<file path="config.mk">
export PLATFORM = sky130hd
export DESIGN_NAME = bp_clint_slave_flat
export DESIGN_NICKNAME = d
export VERILOG_FILES = /design/src/rtl/bp_clint_slave_if.sv /design/src/rtl/bp_clint_slave.sv /design/src/flat_wrapper.sv
export SDC_FILE = /design/constraint.sdc
export NUM_CORES = 1
export LEC_CHECK = 0
export ABC_AREA = 1
export ABC_CLOCK_PERIOD_IN_PS = 4400
export CELL_PAD_IN_SITES_DETAIL_PLACEMENT = 1
export CELL_PAD_IN_SITES_GLOBAL_PLACEMENT = 1
export CORE_MARGIN = 10
export CORE_UTILIZATION = 37
export CTS_BUF_LIST = sky130_fd_sc_hd__clkbuf_4
export DETAILED_ROUTE_END_ITERATION = 8
export HOLD_SLACK_MARGIN = 0.12
export PLACE_DENSITY_LB_ADDON = 0.1
export SYNTH_ARGS = -nofsm -noshare
export SYNTH_HDL_FRONTEND = slang
export SYNTH_SLANG_ARGS = --single-unit
</file>
<file path="constraint.sdc">
create_clock -name clk_i -period 4.4 [get_ports clk_i]
set_input_delay 1.32 -clock clk_i [delete_from_list [all_inputs] [get_ports clk_i]]
set_output_delay 1.32 -clock clk_i [all_outputs]
set_load 0.005 [all_outputs]
</file>
<file path="src/rtl/bp_clint_slave_if.sv">
// Command/response bus between the uncached memory-command router and the CLINT.
// Signal names carry the direction as seen from the CLINT (slave) side.
interface bp_clint_slave_if #(
    parameter int unsigned paddr_width_p = 40
);
    logic                     cmd_v_i;
    logic                     cmd_ready_o;
    logic                     cmd_we_i;
    logic [paddr_width_p-1:0] cmd_addr_i;
    logic [1:0]               cmd_size_i;
    logic [63:0]              cmd_data_i;
    logic                     resp_v_o;
    logic                     resp_yumi_i;
    logic [63:0]              resp_data_o;

    modport slave (
        input  cmd_v_i,
        input  cmd_we_i,
        input  cmd_addr_i,
        input  cmd_size_i,
        input  cmd_data_i,
        input  resp_yumi_i,
        output cmd_ready_o,
        output resp_v_o,
        output resp_data_o
    );

    modport master (
        output cmd_v_i,
        output cmd_we_i,
        output cmd_addr_i,
        output cmd_size_i,
        output cmd_data_i,
        output resp_yumi_i,
        input  cmd_ready_o,
        input  resp_v_o,
        input  resp_data_o
    );
endinterface

</file>
<file path="src/rtl/bp_clint_slave.sv">
// CLINT target: per-core mipi/mtimecmp/plic registers, shared mtime, one command in flight.
// Optional BP_CLINT_PRESCALER_EN derives the mtime tick from the clock instead of rtc_tick_i.
module bp_clint_slave #(
    parameter int unsigned num_core_p    = 1,
    parameter int unsigned paddr_width_p = 40,
    parameter int unsigned mtime_div_p   = 8
) (
    input  logic                  clk_i,
    input  logic                  reset_i,
    input  logic                  rtc_tick_i,
    bp_clint_slave_if.slave       bus,
    output logic [num_core_p-1:0] software_irq_o,
    output logic [num_core_p-1:0] timer_irq_o,
    output logic [num_core_p-1:0] external_irq_o
);

    localparam logic [0:0] StIdle = 1'b0;
    localparam logic [0:0] StResp = 1'b1;

    logic [0:0]            state_q, state_d;
    logic [63:0]           resp_data_q, resp_data_d;
    logic [63:0]           mtime_q, mtime_d;
    logic [63:0]           mtimecmp_q [num_core_p];
    logic [63:0]           mtimecmp_d [num_core_p];
    logic [num_core_p-1:0] mipi_q, mipi_d;
    logic [num_core_p-1:0] plic_q, plic_d;

    logic        accept;
    logic        do_write;
    logic        mtime_tick;
    logic [19:0] reg_addr;
    logic        region_hit;
    logic        hit_mipi, hit_cmp, hit_plic, hit_mtime;
    logic        wide_reg;
    logic [3:0]  idx_word, idx_dword;
    logic [2:0]  off;
    logic [3:0]  nbytes;
    logic        aligned;
    logic        valid_access;
    logic [7:0]  byte_mask;
    logic [63:0] bit_mask;
    logic [63:0] wdata_sh;
    logic [63:0] cur_val;
    logic [63:0] merged;
    logic [63:0] size_mask;
    logic [63:0] rdata;

    assign bus.cmd_ready_o = (state_q == StIdle) && !reset_i;
    assign bus.resp_v_o    = (state_q == StResp);
    assign bus.resp_data_o = resp_data_q;

    assign accept   = bus.cmd_v_i && bus.cmd_ready_o;
    assign reg_addr = bus.cmd_addr_i[19:0];
    assign idx_word  = reg_addr[5:2];
    assign idx_dword = reg_addr[6:3];

    // Address decode: each window admits only indices below num_core_p.
    assign region_hit = (bus.cmd_addr_i[paddr_width_p-1:20] == (paddr_width_p-20)'(3));
    assign hit_mipi   = region_hit && (reg_addr[19:6] == 14'h000)
                        && ({28'd0, idx_word} < num_core_p);
    assign hit_cmp    = region_hit && (reg_addr[19:7] == 13'h080)
                        && ({28'd0, idx_dword} < num_core_p);
    assign hit_plic   = region_hit && (reg_addr[19:6] == 14'h2c0)
                        && ({28'd0, idx_word} < num_core_p);
    assign hit_mtime  = region_hit && (reg_addr[19:3] == 17'h17ff);

    assign wide_reg = hit_cmp || hit_mtime;
    assign off      = wide_reg ? reg_addr[2:0] : {1'b0, reg_addr[1:0]};
    assign nbytes   = 4'd1 << bus.cmd_size_i;

    // Natural alignment, and the access must stay inside the 4B or 8B register.
    assign aligned = (({1'b0, off} & (nbytes - 4'd1)) == 4'd0)
                     && (({1'b0, off} + nbytes) <= (wide_reg ? 4'd8 : 4'd4));
    assign valid_access = (hit_mipi || hit_cmp || hit_plic || hit_mtime) && aligned;
    assign do_write     = accept && bus.cmd_we_i && valid_access;

    assign byte_mask = ((8'd1 << nbytes) - 8'd1) << off;
    assign wdata_sh  = bus.cmd_data_i << {off, 3'b000};

    always_comb begin
        bit_mask = '0;
        for (int b = 0; b < 8; b++) begin
            bit_mask[8*b +: 8] = {8{byte_mask[b]}};
        end
    end

    always_comb begin
        cur_val = '0;
        for (int i = 0; i < int'(num_core_p); i++) begin
            if (hit_mipi && (idx_word == 4'(i))) begin
                cur_val = {63'd0, mipi_q[i]};
            end
            if (hit_plic && (idx_word == 4'(i))) begin
                cur_val = {63'd0, plic_q[i]};
            end
            if (hit_cmp && (idx_dword == 4'(i))) begin
                cur_val = mtimecmp_q[i];
            end
        end
        if (hit_mtime) begin
            cur_val = mtime_q;
        end
    end

    assign merged = (cur_val & ~bit_mask) | (wdata_sh & bit_mask);

    always_comb begin
        unique case (bus.cmd_size_i)
            2'd0:    size_mask = 64'h0000_0000_0000_00ff;
            2'd1:    size_mask = 64'h0000_0000_0000_ffff;
            2'd2:    size_mask = 64'h0000_0000_ffff_ffff;
            default: size_mask = 64'hffff_ffff_ffff_ffff;
        endcase
    end

    assign rdata = (cur_val >> {off, 3'b000}) & size_mask;

`ifdef BP_CLINT_PRESCALER_EN
    localparam int unsigned div_width_lp = (mtime_div_p > 1) ? $clog2(mtime_div_p) : 1;

    logic [div_width_lp-1:0] div_cnt_q, div_cnt_d;
    logic                    unused_rtc;

    assign unused_rtc = rtc_tick_i;
    assign mtime_tick = (div_cnt_q == div_width_lp'(mtime_div_p - 1));

    always_comb begin
        div_cnt_d = div_cnt_q + 1'b1;
        if (mtime_tick || (do_write && hit_mtime)) begin
            div_cnt_d = '0;
        end
    end

    always_ff @(posedge clk_i) begin
        if (reset_i) begin
            div_cnt_q <= '0;
        end else begin
            div_cnt_q <= div_cnt_d;
        end
    end
`else
    logic unused_div;

    assign unused_div = ^mtime_div_p;
    assign mtime_tick = rtc_tick_i;
`endif

    // A write to mtime overrides that cycle's increment.
    always_comb begin
        mtime_d = mtime_q;
        if (do_write && hit_mtime) begin
            mtime_d = merged;
        end else if (mtime_tick) begin
            mtime_d = mtime_q + 64'd1;
        end
    end

    always_comb begin
        mipi_d     = mipi_q;
        plic_d     = plic_q;
        mtimecmp_d = mtimecmp_q;
        for (int i = 0; i < int'(num_core_p); i++) begin
            if (do_write && hit_mipi && (idx_word == 4'(i))) begin
                mipi_d[i] = merged[0];
            end
            if (do_write && hit_plic && (idx_word == 4'(i))) begin
                plic_d[i] = merged[0];
            end
            if (do_write && hit_cmp && (idx_dword == 4'(i))) begin
                mtimecmp_d[i] = merged;
            end
        end
    end

    always_comb begin
        state_d     = state_q;
        resp_data_d = resp_data_q;
        case (state_q)
            StIdle: begin
                if (accept) begin
                    state_d     = StResp;
                    resp_data_d = (!bus.cmd_we_i && valid_access) ? rdata : 64'd0;
                end
            end
            default: begin
                if (bus.resp_yumi_i) begin
                    state_d = StIdle;
                end
            end
        endcase
    end

    always_ff @(posedge clk_i) begin
        if (reset_i) begin
            state_q     <= StIdle;
            resp_data_q <= '0;
            mtime_q     <= '0;
            mipi_q      <= '0;
            plic_q      <= '0;
            for (int i = 0; i < int'(num_core_p); i++) begin
                mtimecmp_q[i] <= '1;
            end
        end else begin
            state_q     <= state_d;
            resp_data_q <= resp_data_d;
            mtime_q     <= mtime_d;
            mipi_q      <= mipi_d;
            plic_q      <= plic_d;
            for (int i = 0; i < int'(num_core_p); i++) begin
                mtimecmp_q[i] <= mtimecmp_d[i];
            end
        end
    end

    always_comb begin
        for (int i = 0; i < int'(num_core_p); i++) begin
            software_irq_o[i] = mipi_q[i];
            external_irq_o[i] = plic_q[i];
            timer_irq_o[i]    = (mtime_q >= mtimecmp_q[i]);
        end
    end

endmodule

</file>
<file path="src/flat_wrapper.sv">
// flat-port wrapper written by rule: the top's interface ports become plain ports
module bp_clint_slave_flat 
#(
    parameter int unsigned num_core_p    = 1,
    parameter int unsigned paddr_width_p = 40,
    parameter int unsigned mtime_div_p   = 8
)
  (clk_i, reset_i, rtc_tick_i, software_irq_o, timer_irq_o, external_irq_o, bus_cmd_v_i, bus_cmd_we_i, bus_cmd_addr_i, bus_cmd_size_i, bus_cmd_data_i, bus_resp_yumi_i, bus_cmd_ready_o, bus_resp_v_o, bus_resp_data_o);
  bp_clint_slave_if #(.paddr_width_p(paddr_width_p)) bus_i ();
  input  logic clk_i;
  input  logic reset_i;
  input  logic rtc_tick_i;
  output logic [num_core_p-1:0] software_irq_o;
  output logic [num_core_p-1:0] timer_irq_o;
  output logic [num_core_p-1:0] external_irq_o;
  input wire logic [$bits(bus_i.cmd_v_i)-1:0] bus_cmd_v_i;
  input wire logic [$bits(bus_i.cmd_we_i)-1:0] bus_cmd_we_i;
  input wire logic [$bits(bus_i.cmd_addr_i)-1:0] bus_cmd_addr_i;
  input wire logic [$bits(bus_i.cmd_size_i)-1:0] bus_cmd_size_i;
  input wire logic [$bits(bus_i.cmd_data_i)-1:0] bus_cmd_data_i;
  input wire logic [$bits(bus_i.resp_yumi_i)-1:0] bus_resp_yumi_i;
  output wire logic [$bits(bus_i.cmd_ready_o)-1:0] bus_cmd_ready_o;
  output wire logic [$bits(bus_i.resp_v_o)-1:0] bus_resp_v_o;
  output wire logic [$bits(bus_i.resp_data_o)-1:0] bus_resp_data_o;
  assign bus_i.cmd_v_i = bus_cmd_v_i;
  assign bus_i.cmd_we_i = bus_cmd_we_i;
  assign bus_i.cmd_addr_i = bus_cmd_addr_i;
  assign bus_i.cmd_size_i = bus_cmd_size_i;
  assign bus_i.cmd_data_i = bus_cmd_data_i;
  assign bus_i.resp_yumi_i = bus_resp_yumi_i;
  assign bus_cmd_ready_o = bus_i.cmd_ready_o;
  assign bus_resp_v_o = bus_i.resp_v_o;
  assign bus_resp_data_o = bus_i.resp_data_o;
  bp_clint_slave #(.num_core_p(num_core_p), .paddr_width_p(paddr_width_p), .mtime_div_p(mtime_div_p)) u_core (.clk_i(clk_i), .reset_i(reset_i), .rtc_tick_i(rtc_tick_i), .bus(bus_i), .software_irq_o(software_irq_o), .timer_irq_o(timer_irq_o), .external_irq_o(external_irq_o));
endmodule
</file>
==> metrics.txt <==
Ys Warns 0; Tcrit/Tclk final 97.9%; hold_ws 484 ps; Critical Path End Type primary output; Final Max Slew Viols 0; Hold Fails Final Rpt 0; net switching power between 1.5 and 2 mW; CP Class reg -> out; synthesized area per cell 5.65 µm²; HP Start u_core.bus.resp_data_o[10]; Yosys top cell area share 24.9%; Final min period 4310 ps; site row count ~80; Final Power 3.92 mW; largest family of logic cells by synthesized area simple AND/OR/NAND/NOR gates; hold-fix buffer count after cts 0; Slew headroom roughly 23%; sequential share of power 45.3%; Clk pwr share a little under a third; R2R setup slack 1230 ps; WL final between 100,000 and 150,000 µm; Yosys top cell by area nand2_1; Hold Path Sink u_core.bus.resp_data_o[10]; initial antenna violation count 3; Synth Flop Type dfxtp_1; Adder-Cell Fraction of Synth Area 5.20%; vias in the first global route 23,400; Syn Nets between 3,000 and 4,000; Post-Syn Area between 0.015 and 0.02 mm²; Core ar. 0.0469 mm²; worst min-delay path class reg -> reg; Area Overhead vs Synth 23.5%; clk_lat worst skew 840 ps; Comb power frac 23.8%; Yosys reg bits 195; commonest non-fill, non-tap cell in the layout nand2_1; die area 0.0569 mm²; Synth area leaders nand2_1, dfxtp_1, nand3_1, nor2_1, inv_1; I/O Buffers 180; GP Congestion 1.03; DRC 0; Synth Area in XOR/XNOR 2.53%; DR pass1 iterations 5; internal power roughly 2.4 mW; Hold Path Cell Cnt 2; Die Width 238 µm; Remaining Overflow, GRT 0; Iteration-0 DRC Markers between 2,000 and 2,500; # setup viols final 0; CTS H-tree depth 4; Cells after Synth approximately 3,100; CP required roughly 3100 ps; post-synthesis compound-gate area fraction between 10% and 20%; Clock Skew 68.6 ps; largest net degree at the start of global routing around 150; worst reg2reg startpoint u_core.mtime_q[0]; Final HPWL DP around 82,000 µm; nets approximately 3,600; gr usage total 34.5%; Synth Area in Simple Gates a little under half; Core Util, Final 46.5%; mux cell area share after synthesis 1.19%; RSZ-0062 raised after global routing false; drt wl/cell about 25 µm; Worst Reg-to-Reg Cells 12; Die Ht approximately 240 µm; CTS tree done; post-place setup slack -796 ps; most frequent cells in the layout nand2_1, nor2_1, nand3_1; via count about 23,000; I/O pin count 181; setup TNS 0 ps; setup ws final 91.2 ps; Fill cells approximately 6,600; Worst VDD drop 0.178 mV; Post-synth EDFFs 0; via density per instance 5.73; sequential share of the synthesized area between 20% and 30%; clock sink count between 150 and 200; post-synth cell types 52; switch share around 38%; Synth async-reset ratio 0%; Initial Utilization between 30% and 40%; CTS Buf Count 17; clk buf depth 2; clock root buffer clkbuf_4; DRT antenna net count 0; Reg-to-Reg End u_core.mtime_q[37]; global-route wire length before repair 148,000 µm; Max Cap Viol 0; startpoint types flip-flop; worst-margin pin slew approximately 1100 ps; FMAX 0.232 GHz; crit path max fanout 4; PwrDens 180 mW/mm²; status complete, no violations; share of cells above drive strength 1 9.93%; clock-pin slew on the worst setup and hold paths 210 ps; Worst Path Arrival 2990 ps; P_leak between 10 and 15 nW
[Yosys cell counts, drive strengths merged (4+ instances only)]
cell type	number
ha	71
nand2	1184
nand3b	18
o22ai	8
nand3	315
nand4	39
nor2	329
nor4	11
inv	266
clkbuf	78
mux2i	21
a22oi	21
o21ai	140
xor2	43
xnor2	8
dfxtp	195
nor3	34
a21oi	193
o211ai	35
clkinv	4
o21a	6
buf	83
[metal layers]
layer / part of all wire, % / track usage [%] / vias up
met2: 45 / 55.3 / 976
met5: 0.023 / 0 / -
li1: - / - / 10600
met3: 8.1 / 7.57 / 289
met1: 40 / 41.4 / 11100
met4: 6.8 / 21.8 / 4
[logic make-up after synthesis]
family / count (synthesis)
XOR/XNOR: 51
AO/OA/AOI/OAI: 415
buffers and inverters: 431
adder cells (fa/ha/maj): 73
flip-flops: 195
multiplexers: 21
AND/OR/NAND/NOR: 1940
[worst max-delay path, cell delays in order (launching register included)]
cell and delay (ps):
dfxtp_1 430, inv_1 120, ha_1 330, nand2_1 100, inv_1 40, nand3_1 120, o221ai_1 150, nand2_1 90
o2111ai_1 130, a21oi_1 180, buf_4 180, nand3_2 130, buf_2 160
[through the flow]
step                area (µm²)  cells
global route             21800   4012
detailed placement       21400   3972
floorplan                17700   3126
global placement         21400   3972
CTS                      21800   4007
finish                   21800   4015
[how the worst max path moves through the flow]
stage | start | end | slack, ps | depth (start not counted)
global placement | bus_cmd_addr_i[11] | u_core.mtime_q[49] | -660 | 20
floorplan | bus_cmd_addr_i[18] | u_core.mtimecmp_q[0] | -80 | 23
detailed placement | bus_cmd_addr_i[11] | u_core.mtime_q[54] | -800 | 21
CTS | bus_cmd_addr_i[11] | u_core.mtime_q[57] | 80 | 21
global route | u_core.mtimecmp_q[55] | timer_irq_o | 3 | 12
finish | u_core.mtimecmp_q[55] | timer_irq_o | 90 | 12
[state kept, by name, indices dropped and copies added (netlist names)]
name	cells
u_core.external_irq_o	1
u_core.mtime_q	64
u_core.bus.resp_v_o	1
u_core.bus.resp_data_o	64
u_core.software_irq_o	1
u_core.mtimecmp_q	64
[cell type report]
class                      instances  area (µm²)  area share (%)
sequential                       195        3910            17.9
antenna                            4        10.0          0.0459
tap                              607         759            3.48
clock buffer                      17         128           0.585
multi-input combinational       2500       12100            55.5
inverter                         270        1010            4.65
timing repair buffer             407        3680            16.9
clock inverter                    15         200           0.918
[power groups by stage]
stage / combinational, mW / sequential [mW] / clock, mW
finish: 0.931 / 1.77 / 1.21
global route: 0.976 / 1.78 / 1.27
CTS: 0.900 / 1.77 / 1.21
detailed placement: 0.897 / 1.81 / 0
global placement: 0.885 / 1.81 / 0
floorplan: 0.402 / 1.81 / 0
[what timing repair did]
item                                   in CTS  in global routing
setup buffers                               3                  3
endpoints found under the hold margin       0                  0
setup endpoints to repair                   1                 92
cloned                                      0                  1
gates resized for setup                    16                  6
pin swaps                                   5                  2
No activity file was read; power rests on OpenSTA's default activity.
